--- src/rtl/branch_pkg.sv ---
// Shared types and constants for the branch/jump resolution unit.
package branch_pkg;

  typedef enum logic [3:0] {
    BR_NOP = 4'd0,
    BEQ    = 4'd1,
    BNE    = 4'd2,
    BLT    = 4'd3,
    BGE    = 4'd4,
    BLTU   = 4'd5,
    BGEU   = 4'd6,
    JAL    = 4'd7,
    JALR   = 4'd8
  } br_op_e;

  typedef enum logic {
    IDLE  = 1'b0,
    FLUSH = 1'b1
  } br_state_e;

  localparam int INST_BYTES = 4;

endpackage

--- src/rtl/branch_cmp.sv ---
// Combinational branch condition evaluator: decides taken from operands and opcode.
module branch_cmp
  import branch_pkg::*;
#(
  parameter int XLEN = 32
) (
  input  logic [XLEN-1:0] rs1_val,
  input  logic [XLEN-1:0] rs2_val,
  input  logic [3:0]      op,
  output logic            taken
);

  always_comb begin
    taken = 1'b0;
    case (br_op_e'(op))
      BEQ:      taken = (rs1_val == rs2_val);
      BNE:      taken = (rs1_val != rs2_val);
      BLT:      taken = ($signed(rs1_val) <  $signed(rs2_val));
      BGE:      taken = ($signed(rs1_val) >= $signed(rs2_val));
      BLTU:     taken = (rs1_val <  rs2_val);
      BGEU:     taken = (rs1_val >= rs2_val);
      JAL, JALR: taken = 1'b1;
      default:  taken = 1'b0;
    endcase
  end

endmodule

--- src/rtl/branch_resolve.sv ---
// Execute-stage branch/jump resolution with same-cycle redirect and counted squash.
// Optional target alignment trap enabled by defining BR_MISALIGN_CHECK_EN.
module branch_resolve
  import branch_pkg::*;
#(
  parameter int XLEN        = 32,
  parameter int FLUSH_DEPTH = 1
) (
  input  logic            i_clk,
  input  logic            i_rst,
  input  logic            i_valid,
  input  logic            i_kill,
  input  logic [XLEN-1:0] pc,
  input  logic [XLEN-1:0] imm,
  input  logic [XLEN-1:0] rs1_val,
  input  logic [XLEN-1:0] rs2_val,
  input  logic [3:0]      branch_control,
  output logic            pc_update_control,
  output logic [XLEN-1:0] pc_update_val,
  output logic [XLEN-1:0] link_val,
  output logic            link_valid,
  output logic            ignore_curr_inst,
  output logic            misalign_trap
);

  br_state_e       state_q, state_d;
  logic [2:0]      cnt_q, cnt_d;
  logic            taken;
  logic            is_jalr;
  logic            is_jump;
  logic            misaligned;
  logic [XLEN-1:0] jalr_sum;
  logic [XLEN-1:0] target;

  branch_cmp #(.XLEN(XLEN)) u_cmp (
    .rs1_val (rs1_val),
    .rs2_val (rs2_val),
    .op      (branch_control),
    .taken   (taken)
  );

  assign is_jalr  = (br_op_e'(branch_control) == JALR);
  assign is_jump  = is_jalr || (br_op_e'(branch_control) == JAL);
  assign jalr_sum = rs1_val + imm;
  assign target   = is_jalr ? {jalr_sum[XLEN-1:1], 1'b0} : (pc + imm);

`ifdef BR_MISALIGN_CHECK_EN
  assign misaligned = (target[1:0] != 2'b00);
`else
  assign misaligned = 1'b0;
`endif

  always_ff @(posedge i_clk or negedge i_rst) begin
    if (!i_rst) begin
      state_q <= IDLE;
      cnt_q   <= 3'd0;
    end else begin
      state_q <= state_d;
      cnt_q   <= cnt_d;
    end
  end

  always_comb begin
    state_d           = state_q;
    cnt_d             = cnt_q;
    pc_update_control = 1'b0;
    pc_update_val     = '0;
    link_val          = '0;
    link_valid        = 1'b0;
    ignore_curr_inst  = 1'b0;
    misalign_trap     = 1'b0;

    case (state_q)
      IDLE: begin
        if (i_valid && taken) begin
          if (misaligned) begin
            misalign_trap = 1'b1;
          end else begin
            pc_update_control = 1'b1;
            pc_update_val     = target;
            link_valid        = is_jump;
            link_val          = is_jump ? (pc + XLEN'(INST_BYTES)) : '0;
            cnt_d             = 3'(FLUSH_DEPTH);
            state_d           = FLUSH;
          end
        end
      end
      FLUSH: begin
        ignore_curr_inst = 1'b1;
        cnt_d            = cnt_q - 3'd1;
        // <=1 rather than ==1 so a corrupted zero count can never lock the unit in FLUSH
        if (cnt_q <= 3'd1) begin
          state_d = IDLE;
        end
      end
      default: state_d = IDLE;
    endcase

    if (i_kill) begin
      pc_update_control = 1'b0;
      pc_update_val     = '0;
      link_val          = '0;
      link_valid        = 1'b0;
      misalign_trap     = 1'b0;
      state_d           = IDLE;
      cnt_d             = 3'd0;
    end

    // Outputs are silenced combinationally while reset is held low
    if (!i_rst) begin
      pc_update_control = 1'b0;
      pc_update_val     = '0;
      link_val          = '0;
      link_valid        = 1'b0;
      ignore_curr_inst  = 1'b0;
      misalign_trap     = 1'b0;
    end
  end

endmodule

--- config.mk ---
export PLATFORM = sky130hd
export DESIGN_NAME = branch_resolve
export DESIGN_NICKNAME = d
export VERILOG_FILES = /design/src/rtl/branch_pkg.sv /design/src/rtl/branch_cmp.sv /design/src/rtl/branch_resolve.sv
export SDC_FILE = /design/constraint.sdc
export NUM_CORES = 1
export LEC_CHECK = 0
export CAP_MARGIN = 20
export CORE_MARGIN = 3
export CORE_UTILIZATION = 35
export DETAILED_ROUTE_END_ITERATION = 8
export PLACE_DENSITY_LB_ADDON = 0.08
export SLEW_MARGIN = 30
export SYNTH_ARGS = -nofsm -noshare
export SYNTH_HDL_FRONTEND = slang
export SYNTH_SLANG_ARGS = --single-unit
--- constraint.sdc ---
create_clock -name i_clk -period 8.4 [get_ports i_clk]
set_input_delay 1.68 -clock i_clk [delete_from_list [all_inputs] [get_ports i_clk]]
set_output_delay 1.68 -clock i_clk [all_outputs]
set_load 0.05 [all_outputs]
# Yosys cells after proc, flatten, opt, wreduce, memory -nomap -nowiden
# Index checks and enable logic that the tools add are counted.
totals:
  reg_bits: 4
  word_cells: 53
  output_inout_bits: 68
  in_bits: 136
op_classes:
  magnitude_cmp: 5
  n_addsub: 4
  muxes: 27
  bitwise: 1
  eq_ne: 11
  reduce_logical: 3
op_table:
  columns: ["op", "n"]
  rows:
  - ["$mux 32", 10]
  - ["$add 32x32->32", 2]
  - ["$ge 32x32->1", 2]
  - ["$lt 32x32->1", 2]
  - ["$add 32x3->32 const B", 1]
  - ["$eq 32x32->1", 1]
  - ["$ne 32x32->1", 1]
  - ["$eq 4x3->1 const B", 4]
  - ["$mux 1", 12]
  - ["$eq 4x2->1 const B", 2]
  - ["$pmux 1 s7", 1]
  - ["$mux 3", 2]
  - ["$pmux 3 s2", 1]
  - ["$eq 4x1->1 const B", 1]
  - ["$eq 4x4->1 const B", 1]
  - ["$le 3x1->1 const B", 1]
  - ["$ne 3x3->1 const B", 1]
  - ["$sub 3x1->3 const B", 1]
  - ["$pmux 1 s2", 1]
  - ["$reduce_or 2->1", 1]
  - ["$logic_and 1x1->1", 1]
  - ["$logic_or 1x1->1", 1]
  - ["$not 1->1", 1]

# Depth between registers and ports, before layout
# Gate-level depths: netlist of run 1.
depth:
  ltp_word: 8
  mapped_depth: 12
  depth_no_buf: 11

# Hierarchy
# From an unflattened synthesis of run 1, not the netlist that was laid out.
hier_totals:
  hier_cells: 793
  hier_area_um2: 5500.3
modules_own_cells:
  columns: ["module", "seq_area_each_um2", "area_per_inst_um2", "n_inst", "cells_per_inst"]
  rows:
  - ["branch_resolve", 100.1, 4489.3, 1, 662]
  - ["branch_cmp", 0.0, 1011.0, 1, 131]

# Worst setup path before layout of run 1
# Ideal clock, no wire load.
synth_path:
  path_type: "input port to output port"
  start: "in rs1_val[0]"
  end: "out pc_update_val[26]"
  t_arrival_ns: 4.903
  n_path_buf: 0
  t_required_ns: 6.720
  stages: 11
  setup_slack_ns: 1.817
  cell_sequence: "and2_1 > fa_1 > a21o_1 > a221oi_1 > a211oi_2 > o2111ai_1 > nand2_1 > a31oi_1 > xnor2_1 > nor2_1 > a211oi_1"
synth_via:
  elab_chain_cells: 7
  word_cells_on_any_way: 14
  classes_between: "add/sub: 1; order compare: 4; eq/ne: 2; mux: 6; reduce/logical: 1"
synth_rtl:
  columns: ["item", "line", "rtl"]
  rows:
  - ["from (decl)", "branch_resolve.sv:15", "input logic [XLEN-1:0] rs1_val,"]
  - ["$ge 32x32->1 (tied with other cells)", "branch_cmp.sv:21", "BGEU: taken = (rs1_val >= rs2_val);"]
  - ["$pmux 1 s7", "branch_cmp.sv:15", "case (br_op_e'(op))"]
  - ["$logic_and 1x1->1", "branch_resolve.sv:75", "if (i_valid && taken) begin"]
  - ["$mux 32 (*)", "branch_resolve.sv:75", null]
  - ["$mux 32 (*)", "branch_resolve.sv:73", "case (state_q)"]
  - ["$mux 32 (*)", "branch_resolve.sv:99", "if (i_kill) begin"]
  - ["$mux 32 (*)", "branch_resolve.sv:110", "if (!i_rst) begin"]
  - ["to (decl)", "branch_resolve.sv:19", "output logic [XLEN-1:0] pc_update_val,"]
# Mark *: on every way between the ends. The rest lies on a longest branch, timed or not.

# Final worst setup path of run 1
layout_path:
  start: "in imm[1]"
  end: "out pc_update_val[20]"
layout_via:
  elab_chain_cells: 6
  word_cells_on_any_way: 7
  classes_between: "add/sub: 2; mux: 5"
layout_rtl:
  columns: ["item", "line", "rtl"]
  rows:
  - ["from (decl)", "branch_resolve.sv:14", "input logic [XLEN-1:0] imm,"]
  - ["$add 32x32->32 (on tied branches)", "branch_resolve.sv:45, branch_resolve.sv:44", null]
  - ["$mux 32 (*)", "branch_resolve.sv:45", "assign target = is_jalr ? {jalr_sum[XLEN-1:1], 1'b0} : (pc + imm);"]
  - ["$mux 32 (*)", "branch_resolve.sv:75", null]
  - ["$mux 32 (*)", "branch_resolve.sv:73", null]
  - ["$mux 32 (*)", "branch_resolve.sv:99", null]
  - ["$mux 32 (*)", "branch_resolve.sv:110", null]
# Marks and branches as above.

==> results of run 1 <==
power by group through the flow:
stage          Combinational [mW]  Sequential [mW]  Clock [mW]
2_1_floorplan               0.277           0.0218           0
3_3_place_gp                0.423           0.0221           0
3_5_place_dp                0.423           0.0221           0
4_1_cts                     0.425           0.0219      0.0765
5_1_grt                     0.476           0.0222      0.0783
6_report                    0.425           0.0219      0.0747
cells by family (layout without fill, tap and decap cells):
| group | after synthesis | in the layout | share of synthesized area, % |
|---|---|---|---|
| simple gates | 311 | 311 | 28.5 |
| buf+inv | 84 | 270 | 6.60 |
| xor+xnor | 75 | 75 | 11.8 |
| compound gates | 236 | 236 | 27.9 |
| mux | 6 | 6 | 1.10 |
| other cells | 1 | 1 | 0.0676 |
| flops | 4 | 4 | 1.80 |
| fa+ha+maj | 97 | 97 | 22.1 |
metal layers:
layer	part of all wire, %	routed length, um	vias up
met3	6.4	1210	16
li1	-	-	3350
met2	46	8700	176
met1	46	8750	2882
met5	0	0	-
met4	1.6	308	0
final timing paths:
check,to,slack [ps],start,cells after the start
setup / recovery,pc_update_val[20],860,imm[1],12
hold / removal,cnt_q[0],510,cnt_q[0],2
setup reg to reg,cnt_q[1],7380,cnt_q[0],4
hold reg to reg,cnt_q[0],510,cnt_q[0],2
max in group asynchronous,cnt_q[0],6510,i_rst,1
min in group asynchronous,state_q,1690,i_rst,1
registers in the layout, indices dropped and copies added (netlist names):
| register | flops |
|---|---|
| cnt_q | 3 |
| state_q | 1 |
final cells by class:
class	count	area share [%]
Tap cell	211	3.42
Multi-Input combinational cell	726	65.8
Clock buffer	3	0.972
Sequential cell	4	1.30
Inverter	60	2.91
Timing Repair Buffer	207	25.6
layout by cell type (no fill, tap or decap), drive strengths merged, types with 4 or more instances in the layout:
cell	count
a21oi	83
xor2	39
dfrtp	4
o21ai	37
o2111ai	4
o21a	8
or3	8
o31ai	5
mux2i	5
a21o	27
nand2b	11
buf	42
nor2b	8
a31oi	9
ha	95
nor2	113
o211ai	8
nor3	21
and3	13
nand3	26
inv	60
nand4	23
a41oi	5
nor4	7
nand2	64
o21bai	4
clkdlybuf4s50	165
a211oi	19
and2	4
xnor2	36
per-stage QoR:
stage | power [mW] | cells | setup WS, ps | instance area, um^2 | util (%)
after floorplan | 0.299 | 814 | 1820 | 5550 | -
after global placement | 0.445 | 1208 | 907 | 7650 | 49.8
after detailed placement | 0.445 | 1208 | 908 | 7650 | 49.8
after CTS | 0.524 | 1211 | 895 | 7730 | 50.3
after global routing | 0.577 | 1211 | 564 | 7730 | 50.3
final | 0.522 | 1211 | 857 | 7730 | 50.3
critical path, cell delays in order:
cell	delay, ps
clkdlybuf4s50_1	530
fa_1	500
a21o_1	220
a221oi_1	440
a211oi_2	210
o21ai_0	590
o31ai_1	230
a31oi_1	240
xnor2_1	150
nand2_1	70
a21oi_1	170
clkdlybuf4s50_1	820
==> results.cfg, run 1 <==
[pwr]
power.switching_mw = 0.241
p_leak_nw = 3.37
combPwrFrac_pct = 81.5
seq_power_share_pct = 4.2
switching_share_pct = 46.1
pwr-share-clk_pct = 14.3
irDropWorstVdd_uv = 103
pwr_density_cell_nw_per_um2 = 67.6
p_int_mw = 0.281

[job]
cap_violations = 0

[timing]
timing.final.crit_share_pct = 89.8
rsz0062_at_grt = false
max_freq_mhz = 133
fin_worst_skew_ps = 0.713
max-slew-margin-rel_pct = 55.4
fin_crit_ps = 7540
setup_violations = 0
hold_ws_ps = 512
final_max_slew_viol_count = 0
tns_ps = 0
finalHoldViolCount = 0
tightest_slew_ps = 662

[drt]
viasPerCell = 5.30
wl_per_cell_um = 15.7
drt_iter0_drc = 324
drc = 0
num_vias = 6424
drtAntennaViolNets = 0
finalWirelength_mm = 19.0
first_pass_iters = 5

[cells_and_area]
num-fill-cells = 1616
areaGrowthSynthToFinish_pct = 39.2
seqCellArea_um2 = 100
multiInputGateArea_um2 = 5080
num_antenna_cells = 0
drive_above_1_share_pct = 8.00
nets = 1235

[clock_tree]
cts_resized = 0
clk_latency_ps = 230
root_buffer = clkbuf_16
h-tree-depth = 1
clk_pin_slew_ps = 30
hold_buffers = 0
cts_tree = done
clockBufferDepth = 2
clock_sinks = 4
cts_inserted_buffers = 3
post-cts-setup-buffers = 0

[yosys]
synth-seq-cells = 4
syn_area_um2 = 5550
ys_async_sr_fraction_pct = 100
synth_cells = 814
synth.yosys.seq_area_share_pct = 1.80
yosys.area.top_type_share_pct = 21.4
ys_types = 73
synth_edf_count = 0
syn_nets = 1047
synth_common_cells = 95 x ha_1, 93 x nor2_1, 82 x a21oi_1, 64 x nand2_1, 60 x inv_1
synth_most_common_cell = ha_1
synthFlopType = dfrtp_1
yosysWarnings = 0
avgSynthCellArea_um2 = 6.82
netlist_top_cells_area = ha_1 21%, a21oi_1 7.4%, nor2_1 6.3%
synth_area_leader_cell = ha_1

[global_routing]
antenna_found_initial = 0
grt_pass1_vias = 6126
busiest_layer = met2
grt_max_degree = 40
grtUsageMet3_pct = 3.51
grt_use_met2_pct = 35.3
overflow = 0
grt_pass1_wl_mm = 30.5
grt_use_met1_pct = 27.6
track_usage_pct = 20.7

[outcome]
outcome = complete, no violations

[floorplan]
die_h_um = 132
floorplan.rows = 45
die_width_um = 132
core-area_um2 = 15400
start_util_pct = 36.1
io_pins = 204
die_area_um2 = 17400

[worst_setup_path]
required_ps = 6720
crit_fanout = 4
cp-end-kind = output pin
cp.arrival_ps = 5860
crit_type = input port to output pin
start_kind = input port

[place]
gp_congestion = 0.850
dp.final_hpwl_mm = 16.3
port_buffers = 202

[worst_hold_path]
hold_class = flop to flop
Power figures use the tool's default switching activity.
==> run 2, diff against run 1 <==
--- a/config.mk
+++ b/config.mk
@@ -5,7 +5,7 @@
 export SDC_FILE = /design/constraint.sdc
 export NUM_CORES = 1
 export LEC_CHECK = 0
-export CAP_MARGIN = 20
+export CAP_MARGIN = 40
 export CORE_MARGIN = 3
 export CORE_UTILIZATION = 35
 export DETAILED_ROUTE_END_ITERATION = 8
==> results of run 2 <==
The final DEF is identical to that of run 1; final timing and power are the same.
